===== src/rtl/i2c_req_arbiter_if.sv =====
// i2c_req_arbiter_if: arbiter bus; slave = arbiter view (req/req_* and m_busy/m_done/m_ack_err/m_dout in; gnt/rsp_*/arb_busy and m_newd/m_addr/m_op/m_din/m_rst out), master = requester/master-side view
interface i2c_req_arbiter_if #(
  parameter int NREQ = 4
);
  logic [NREQ-1:0]   req;
  logic [7*NREQ-1:0] req_addr;
  logic [NREQ-1:0]   req_op;
  logic [8*NREQ-1:0] req_din;
  logic [NREQ-1:0]   gnt;
  logic [NREQ-1:0]   rsp_valid;
  logic [7:0]        rsp_data;
  logic              rsp_err;
  logic              rsp_timeout;
  logic              arb_busy;
  logic              m_newd;
  logic [6:0]        m_addr;
  logic              m_op;
  logic [7:0]        m_din;
  logic              m_busy;
  logic              m_done;
  logic              m_ack_err;
  logic [7:0]        m_dout;
  logic              m_rst;
  modport slave (
    input  req, req_addr, req_op, req_din, m_busy, m_done, m_ack_err, m_dout,
    output gnt, rsp_valid, rsp_data, rsp_err, rsp_timeout, arb_busy, m_newd, m_addr, m_op, m_din, m_rst
  );
  modport master (
    output req, req_addr, req_op, req_din, m_busy, m_done, m_ack_err, m_dout,
    input  gnt, rsp_valid, rsp_data, rsp_err, rsp_timeout, arb_busy, m_newd, m_addr, m_op, m_din, m_rst
  );
endinterface


===== src/rtl/i2c_req_arbiter.sv =====
// i2c_req_arbiter: round-robin share of one i2c_master among NREQ requesters with watchdog abort; ports clk, rst (sync active-high), bus (slave modport: requester req/gnt/rsp_* and master m_* handshake)
module i2c_req_arbiter #(
  parameter int NREQ    = 4,
  parameter int TIMEOUT = 16384
) (
  input logic              clk,
  input logic              rst,
  i2c_req_arbiter_if.slave bus
);
  localparam int PW = (NREQ > 1) ? $clog2(NREQ) : 1;
  localparam int TW = $clog2(TIMEOUT + 1);
  typedef enum logic [1:0] {IDLE, ISSUE, WAIT_DONE} state_t;
  state_t          r_state;
  logic [PW-1:0]   r_ptr, r_win, w_win, w_k, w_next;
  logic [TW-1:0]   r_timer;
  logic [NREQ-1:0] r_gnt, r_rsp_valid;
  logic [7:0]      r_rsp_data, r_din;
  logic [6:0]      r_addr;
  logic            r_rsp_err, r_rsp_timeout, r_busy, r_newd, r_op, r_abort;
  logic            w_done, w_expire;
  always_comb begin
    w_win = r_ptr;
    w_k   = '0;
    for (int i = NREQ - 1; i >= 0; i--) begin
      w_k = PW'((int'(r_ptr) + i) % NREQ);
      if (bus.req[w_k]) w_win = w_k;
    end
  end
  assign w_next   = (r_win == PW'(NREQ - 1)) ? '0 : r_win + 1'b1;
  assign w_done   = (r_state == WAIT_DONE) && bus.m_done;
  assign w_expire = (r_state != IDLE) && (r_timer == TW'(TIMEOUT - 1)) && !w_done;
  always_ff @(posedge clk) begin
    if (rst) begin
      r_state       <= IDLE;
      r_ptr         <= '0;
      r_win         <= '0;
      r_timer       <= '0;
      r_gnt         <= '0;
      r_rsp_valid   <= '0;
      r_rsp_data    <= '0;
      r_rsp_err     <= 1'b0;
      r_rsp_timeout <= 1'b0;
      r_busy        <= 1'b0;
      r_newd        <= 1'b0;
      r_addr        <= '0;
      r_op          <= 1'b0;
      r_din         <= '0;
      r_abort       <= 1'b0;
    end else begin
      r_gnt       <= '0;
      r_rsp_valid <= '0;
      r_abort     <= 1'b0;
      if (r_state == IDLE) begin
        r_busy <= |bus.req;
        if (|bus.req) begin
          r_win   <= w_win;
          r_addr  <= bus.req_addr[7*w_win +: 7];
          r_op    <= bus.req_op[w_win];
          r_din   <= bus.req_din[8*w_win +: 8];
          r_gnt   <= NREQ'(1) << w_win;
          r_newd  <= 1'b1;
          r_timer <= '0;
          r_state <= ISSUE;
        end
      end else begin
        r_timer <= r_timer + 1'b1;
        if (r_state == ISSUE && bus.m_busy) begin
          r_newd  <= 1'b0;
          r_state <= WAIT_DONE;
        end
        if (w_done || w_expire) begin
          r_rsp_data    <= w_done ? bus.m_dout : 8'h00;
          r_rsp_err     <= w_done ? bus.m_ack_err : 1'b1;
          r_rsp_timeout <= !w_done;
          r_abort       <= !w_done;
          r_newd        <= 1'b0;
          r_rsp_valid   <= NREQ'(1) << r_win;
          r_ptr         <= w_next;
          r_state       <= IDLE;
        end
      end
    end
  end
  assign bus.gnt         = r_gnt;
  assign bus.rsp_valid   = r_rsp_valid;
  assign bus.rsp_data    = r_rsp_data;
  assign bus.rsp_err     = r_rsp_err;
  assign bus.rsp_timeout = r_rsp_timeout;
  assign bus.arb_busy    = r_busy;
  assign bus.m_newd      = r_newd;
  assign bus.m_addr      = r_addr;
  assign bus.m_op        = r_op;
  assign bus.m_din       = r_din;
  assign bus.m_rst       = rst | r_abort;
endmodule


===== src/flat_wrapper.sv =====
// flat-port wrapper written by rule: the top's interface ports become plain ports
module i2c_req_arbiter_flat 
#(
  parameter int NREQ    = 4,
  parameter int TIMEOUT = 16384
)
  (clk, rst, bus_req, bus_req_addr, bus_req_op, bus_req_din, bus_m_busy, bus_m_done, bus_m_ack_err, bus_m_dout, bus_gnt, bus_rsp_valid, bus_rsp_data, bus_rsp_err, bus_rsp_timeout, bus_arb_busy, bus_m_newd, bus_m_addr, bus_m_op, bus_m_din, bus_m_rst);
  i2c_req_arbiter_if #(.NREQ(NREQ)) bus_i ();
  input logic clk;
  input logic rst;
  input wire logic [$bits(bus_i.req)-1:0] bus_req;
  input wire logic [$bits(bus_i.req_addr)-1:0] bus_req_addr;
  input wire logic [$bits(bus_i.req_op)-1:0] bus_req_op;
  input wire logic [$bits(bus_i.req_din)-1:0] bus_req_din;
  input wire logic [$bits(bus_i.m_busy)-1:0] bus_m_busy;
  input wire logic [$bits(bus_i.m_done)-1:0] bus_m_done;
  input wire logic [$bits(bus_i.m_ack_err)-1:0] bus_m_ack_err;
  input wire logic [$bits(bus_i.m_dout)-1:0] bus_m_dout;
  output wire logic [$bits(bus_i.gnt)-1:0] bus_gnt;
  output wire logic [$bits(bus_i.rsp_valid)-1:0] bus_rsp_valid;
  output wire logic [$bits(bus_i.rsp_data)-1:0] bus_rsp_data;
  output wire logic [$bits(bus_i.rsp_err)-1:0] bus_rsp_err;
  output wire logic [$bits(bus_i.rsp_timeout)-1:0] bus_rsp_timeout;
  output wire logic [$bits(bus_i.arb_busy)-1:0] bus_arb_busy;
  output wire logic [$bits(bus_i.m_newd)-1:0] bus_m_newd;
  output wire logic [$bits(bus_i.m_addr)-1:0] bus_m_addr;
  output wire logic [$bits(bus_i.m_op)-1:0] bus_m_op;
  output wire logic [$bits(bus_i.m_din)-1:0] bus_m_din;
  output wire logic [$bits(bus_i.m_rst)-1:0] bus_m_rst;
  assign bus_i.req = bus_req;
  assign bus_i.req_addr = bus_req_addr;
  assign bus_i.req_op = bus_req_op;
  assign bus_i.req_din = bus_req_din;
  assign bus_i.m_busy = bus_m_busy;
  assign bus_i.m_done = bus_m_done;
  assign bus_i.m_ack_err = bus_m_ack_err;
  assign bus_i.m_dout = bus_m_dout;
  assign bus_gnt = bus_i.gnt;
  assign bus_rsp_valid = bus_i.rsp_valid;
  assign bus_rsp_data = bus_i.rsp_data;
  assign bus_rsp_err = bus_i.rsp_err;
  assign bus_rsp_timeout = bus_i.rsp_timeout;
  assign bus_arb_busy = bus_i.arb_busy;
  assign bus_m_newd = bus_i.m_newd;
  assign bus_m_addr = bus_i.m_addr;
  assign bus_m_op = bus_i.m_op;
  assign bus_m_din = bus_i.m_din;
  assign bus_m_rst = bus_i.m_rst;
  i2c_req_arbiter #(.NREQ(NREQ), .TIMEOUT(TIMEOUT)) u_core (.clk(clk), .rst(rst), .bus(bus_i));
endmodule

===== config.mk =====
export PLATFORM = sky130hd
export DESIGN_NAME = i2c_req_arbiter_flat
export DESIGN_NICKNAME = d
export VERILOG_FILES = /design/src/rtl/i2c_req_arbiter_if.sv /design/src/rtl/i2c_req_arbiter.sv /design/src/flat_wrapper.sv
export SDC_FILE = /design/constraint.sdc
export NUM_CORES = 1
export LEC_CHECK = 0
export BUFFER_PORTS_ARGS = -buffer_cell sky130_fd_sc_hd__buf_2
export CORE_MARGIN = 2
export CORE_UTILIZATION = 40
export DETAILED_ROUTE_END_ITERATION = 8
export PLACE_DENSITY = 0.69
export SYNTH_ARGS = -nofsm -noshare
export SYNTH_HDL_FRONTEND = slang
export SYNTH_SLANG_ARGS = --single-unit

===== constraint.sdc =====
create_clock -name clk -period 3.08 [get_ports clk]
set_input_delay 0.308 -clock clk [delete_from_list [all_inputs] [get_ports clk]]
set_output_delay 0.308 -clock clk [all_outputs]
set_load 0.05 [all_outputs]

# Word-level counts from Yosys, hierarchy flattened
# Cells that the tools add are included.
[classes]
bitwise_logic = 4
n_eq_ne = 5
magnitude_cmp = 5
n_div = 0
n_addsub = 5
reduce_logical = 15
n_mul = 1
muxes = 27
shifts = 4
[ops]
columns = ["op", "n"]
rows = [
  ["$shiftx A32 B6 Y8", 1],
  ["$mux W15", 2],
  ["$shiftx A28 B6 Y7", 1],
  ["$mux W2", 9],
  ["$add A15 B1 Y15 const B", 1],
  ["$eq A15 B14 Y1 const B", 1],
  ["$lt A2 B3 Y1 const B", 5],
  ["$bmux W1 S2", 5],
  ["$mux W1", 10],
  ["$mux W8", 1],
  ["$shl A1 B2 Y4 const A", 2],
  ["$reduce_and A2 Y1", 3],
  ["$reduce_or A3 Y1", 2],
  ["$mul A3 B2 Y5 const A", 1],
  ["$add A2 B1 Y2 const B", 2],
  ["$add A2 B2 Y2 const B", 2],
  ["$eq A2 B2 Y1 const B", 2],
  ["$logic_and A1 B1 Y1", 4],
  ["$reduce_or A4 Y1", 1],
  ["$not A1 Y1", 3],
  ["$reduce_bool A3 Y1", 1],
  ["$eq A2 B1 Y1 const B", 1],
  ["$logic_not A2 Y1", 1],
  ["$ne A2 B2 Y1 const B", 1],
  ["4 further kinds", 4],
]
[totals]
ram_bits = 0
reg_bits = 58
rom_bits = 0
latch_bits = 0
elab_cells = 81
mem_count = 0

# Depth between registers and ports, before layout
[logic_depth]
depth_word = 9
depth_mapped = 7
mapped_depth_nobuf = 6

# Worst setup path before layout
# OpenSTA, ideal clock, no wires.
[synth_path]
path_type = "register to register"
from = "reg u_core.r_state[0]"
to = "reg u_core.r_rsp_data[0] (netlist: u_core.bus.rsp_data[0])"
arrival_ns = 1.874
path_stages_with_launch = 7
setup_ns = 0.117
setup_slack_ns = 1.089
t_required_ns = 2.963
period_less_slack_ns = 1.991
path_cell_list = "dfxtp_1 -> o2111a_1 -> and2_1 -> nand3_1 -> and2_1 -> buf_2 -> a22o_1"
[synth_between]
elab_chain_cells = 6
[synth_lines]
columns = ["item", "line_no", "source"]
rows = [
  ["start: declaration", "i2c_req_arbiter.sv:13", "state_t r_state;"],
  ["start signal: assignment", "i2c_req_arbiter.sv:34", "r_state <= IDLE;"],
  ["start signal: assignment", "i2c_req_arbiter.sv:63", "r_state <= ISSUE;"],
  ["start signal: assignment", "i2c_req_arbiter.sv:69", "r_state <= WAIT_DONE;"],
  ["$eq A2 B2 Y1", "i2c_req_arbiter.sv:30", "assign w_done = (r_state == WAIT_DONE) && bus.m_done;"],
  ["$logic_and A1 B1 Y1", "i2c_req_arbiter.sv:30", ""],
  ["$logic_not A1 Y1", "i2c_req_arbiter.sv:31", "assign w_expire = (r_state != IDLE) && (r_timer == TW'(TIMEOUT - 1)) && !w_done;"],
  ["$logic_and A1 B1 Y1", "i2c_req_arbiter.sv:31", ""],
  ["$logic_or A1 B1 Y1", "i2c_req_arbiter.sv:71", "if (w_done || w_expire) begin"],
  ["$reduce_and A2 Y1 (no source line)", "--", ""],
  ["end signal: assignment", "i2c_req_arbiter.sv:72", "r_rsp_data <= w_done ? bus.m_dout : 8'h00;"],
  ["end: declaration", "i2c_req_arbiter.sv:17", "logic [7:0] r_rsp_data, r_din;"],
]
# Parallel ways exist; a longest one is shown, timed or not.
# A chain may end at the register's enable or synchronous reset.

# Final worst setup path
[layout_path]
from = "reg u_core.r_ptr[0]"
to = "reg u_core.r_addr[3] (netlist: u_core.bus.m_addr[3])"
[layout_between]
elab_chain_cells = 9
[layout_lines]
columns = ["item", "line_no", "source"]
rows = [
  ["start: declaration", "i2c_req_arbiter.sv:14", "logic [PW-1:0] r_ptr, r_win, w_win, w_k, w_next;"],
  ["start signal: assignment", "i2c_req_arbiter.sv:78", "r_ptr <= w_next;"],
  ["$add A2 B2 Y2", "i2c_req_arbiter.sv:25", "w_k = PW'((int'(r_ptr) + i) % NREQ);"],
  ["$bmux W1 S2", "i2c_req_arbiter.sv:26", "if (bus.req[w_k]) w_win = w_k;"],
  ["$mux W1 (not written as such)", "i2c_req_arbiter.sv:26", ""],
  ["$mux W2 (3 in series)", "i2c_req_arbiter.sv:26", ""],
  ["$mux W2 (*)", "i2c_req_arbiter.sv:26", ""],
  ["$mul A3 B2 Y5 (*)", "i2c_req_arbiter.sv:57", "r_addr <= bus.req_addr[7*w_win +: 7];"],
  ["$shiftx A28 B6 Y7 (*)", "i2c_req_arbiter.sv:57", ""],
  ["end signal: assignment", "i2c_req_arbiter.sv:57", ""],
  ["end: declaration", "i2c_req_arbiter.sv:18", "logic [6:0] r_addr;"],
]
# Every way passes the cells marked *; elsewhere a longest branch is shown, timed or not. The select of a mux whose other input is x is not followed.

==> out/metrics.yaml <==
seq_power_share_pct: 40.2
cts_setup_buffers: 0
cts_hold_buf: 0
start_util_pct: 41.14
pin_count: 118
period_share_pct: 69.51
instances_no_fill: 522
seq_area_frac_synth_pct: 40.82
dp_hpwl_um: 5323
cts_resized: 0
ys_warn_count: 0
critPathMaxFanout: 21
cellPowerDensity_nw_per_um2: 569.9
setup_viol: 0
synthFlopType: "dfxtp_1"
synth-async-reset-ratio_pct: 0
stdcell_area_um2: 3622
cts_tree: "yes"
clock_sinks: 57
rsz0062_at_grt: "no"
cp.required_ps: 3270
yosysUniqueCellTypes: 54
first_pass_iters: 4
die_w_um: 87.60
arrival_ps: 2330
internal_power_uw: 1381
io_buffers: 117
syn_inst: 306
r2r_slack_ps: 940
initialDrtViolationCount: 134
synth-seq-cells: 57
clock_latency_ps: 320
antenna_found_initial: 0
maxSlewViolCount: 0
dieArea_um2: 7673
worst_pin_slew_ps: 741.3
power_uw: 2064
wl_per_cell_um: 13.56
cts_made_buffers: 9
clk_path_buf_depth: 2
finalHoldViolCount: 0
clkPwrFrac_pct: 33.3
grt_pass1_vias: 2452
crit_start: "u_core.r_ptr[0]$_SDFFE_PP0P_"
cp_slowest_cell: "dfxtp_1"
core_um2: 6794
grt_usage_pct: 18.63
fin_nets: 505
r2r_end: "u_core.bus.m_addr[3]$_SDFFE_PP0N_"
place_inst: 507
power_leakage_uw: 0.001631
outcome: "finished clean"
diodes: 0
die_h_um: 87.60
htree_levels: 3
max_stage_delay_ps: 400
r2r_start: "u_core.r_ptr[0]$_SDFFE_PP0P_"
via_per_inst: 5.126
cts_root_buf: "clkbuf_8"
path_class: "flop to flop"
synth_nets: 389
cp_top_family: "simple AND/OR/NAND/NOR gates"
r2r_cells: 6
slew_headroom_pct: 50.58
grt_max_degree: 26
dr_total_vias: 2676
finalSetupTns_ps: 0
utilization_pct: 53.31
antenna_left: 0
layout_common_cells: "buf_2, dfxtp_1, nand2_1"
hold_start: "bus_m_dout[3]"
grt_pass1_wl_um: 11350
synth_edf_count: 0
skew_ps: 7.578
area_growth_pct: 29.59
clk_pin_slew_ps: 70
period_minus_slack_ps: 2141
syn_area_um2: 2795
drive_gt1_share_pct: 37.32
drt_wl_total_um: 7079
end_kind: "flop"
avgSynthCellArea_um2: 9.135
crit_path_start_kind: "flop"
holdPathEnd: "u_core.bus.rsp_data[3]$_SDFFE_PP0P_"
fmaxAchievable_mhz: 467.1
maxCapViolCount: 0
grt.overflow.total: 0
comb_power_share_pct: 26.5
globalplace.congestion: 0.8617
rows: 30
peakVddDrop_mv: 0.2904
min_path_cells: 2
p_sw_uw: 682.9
placed_area_um2: 3427
worst-path-buf-inv: 1
swShare_pct: 33.08
layout_commonest_cell: "buf_2"
hold_path.class: "input port to flop"
worstPathCellList: "and2b_1 > o21a_1 > nor3_4 > buf_4 > mux2i_1 > o221ai_1"
drc: 0
==> worst register-to-register path: stages, from the launching register on <==
cell and delay, ps:
dfxtp_1 400, and2b_1 230, o21a_1 240, nor3_4 360, buf_4 380, mux2i_1 270
o221ai_1 140
==> how the worst max path moves through the flow <==
stage	end	slack [ps]	depth (start not counted)
6_report	u_core.bus.m_addr[3]$_SDFFE_PP0N_	940	6
5_1_grt	u_core.bus.m_addr[3]$_SDFFE_PP0N_	810	6
4_1_cts	u_core.bus.m_addr[3]$_SDFFE_PP0N_	950	6
3_5_place_dp	u_core.bus.m_addr[3]$_SDFFE_PP0N_	930	7
3_3_place_gp	u_core.bus.m_addr[3]$_SDFFE_PP0N_	1040	7
2_1_floorplan	u_core.bus.rsp_data[0]$_SDFFE_PP0P_	1090	6
==> power groups by stage <==
stage,logic (uW),clock network [uW],registers [uW]
floorplan,245,0,1010
global route,591,747,838
finish,547,687,831
CTS,551,704,831
detailed placement,550,0,846
global placement,542,0,846
==> flip-flops by register name, summed over array words and instances (netlist names), 2 cells and up <==
signal	cells
u_core.r_win	2
u_core.r_timer	15
u_core.bus.m_addr	7
u_core.bus.rsp_data	8
u_core.r_ptr	2
u_core.bus.gnt	4
u_core.r_state	2
u_core.bus.m_din	8
u_core.bus.rsp_valid	4
==> stage by stage <==
step / hold WS (ps) / setup WS [ps]
detailed placement: 460.2 / 931.1
global route: 174.9 / 812.3
global placement: 446.7 / 1040
finish: 194.3 / 939.2
floorplan: 433.5 / 1089
CTS: 175.2 / 948.5
==> per-layer routing <==
metal,share of wire [%],GRT usage [%],up-vias
li1,-,-,1356
met3,7.6,5.844,11
met5,0,0,-
met2,45,29.96,105
met1,46,23.65,1204
met4,1.3,6.573,0
==> synth_stat cells, types with 4 or more instances <==
| master | n | area (um2) |
|---|---|---|
| o21a_1 | 7 | 52.55 |
| and3_1 | 9 | 56.30 |
| nand2_1 | 29 | 108.9 |
| nand3b_1 | 6 | 45.04 |
| a21oi_1 | 17 | 85.08 |
| buf_2 | 4 | 20.02 |
| a221o_1 | 7 | 70.07 |
| dfxtp_1 | 57 | 1141 |
| o221ai_1 | 7 | 61.31 |
| mux2_1 | 6 | 67.56 |
| nor2_1 | 22 | 82.58 |
| mux2i_1 | 15 | 150.1 |
| nand3_1 | 21 | 105.1 |
| a22o_1 | 8 | 70.07 |
| o21ai_1 | 5 | 25.02 |
| clkbuf_1 | 5 | 18.77 |
| inv_1 | 7 | 26.28 |
| or2_2 | 4 | 25.02 |
| o21ai_0 | 9 | 45.04 |
| mux2_2 | 5 | 56.30 |
==> cell families (layout without fill, tap and decap cells) <==
kind of cell | Yosys count | in the layout | synth area share (%)
multiplexers | 26 | 26 | 9.803
AO/OA/AOI/OAI | 72 | 72 | 18.35
adder cells (fa/ha/maj) | 2 | 2 | 0.8951
buffers and inverters | 22 | 142 | 4.610
AND/OR/NAND/NOR | 127 | 127 | 25.51
flip-flops | 57 | 57 | 40.82
==> final cells by class <==
| class | instances | area, um2 |
|---|---|---|
| inverter | 7 | 26.28 |
| sequential | 57 | 1141 |
| tap | 96 | 120.1 |
| clock buffer | 12 | 155.1 |
| multi-input combinational | 227 | 1531 |
| timing repair buffer | 120 | 608.1 |
| clock inverter | 3 | 40.04 |
| fill | 655 | 3172 |
No activity file was read; power rests on OpenSTA's default activity.
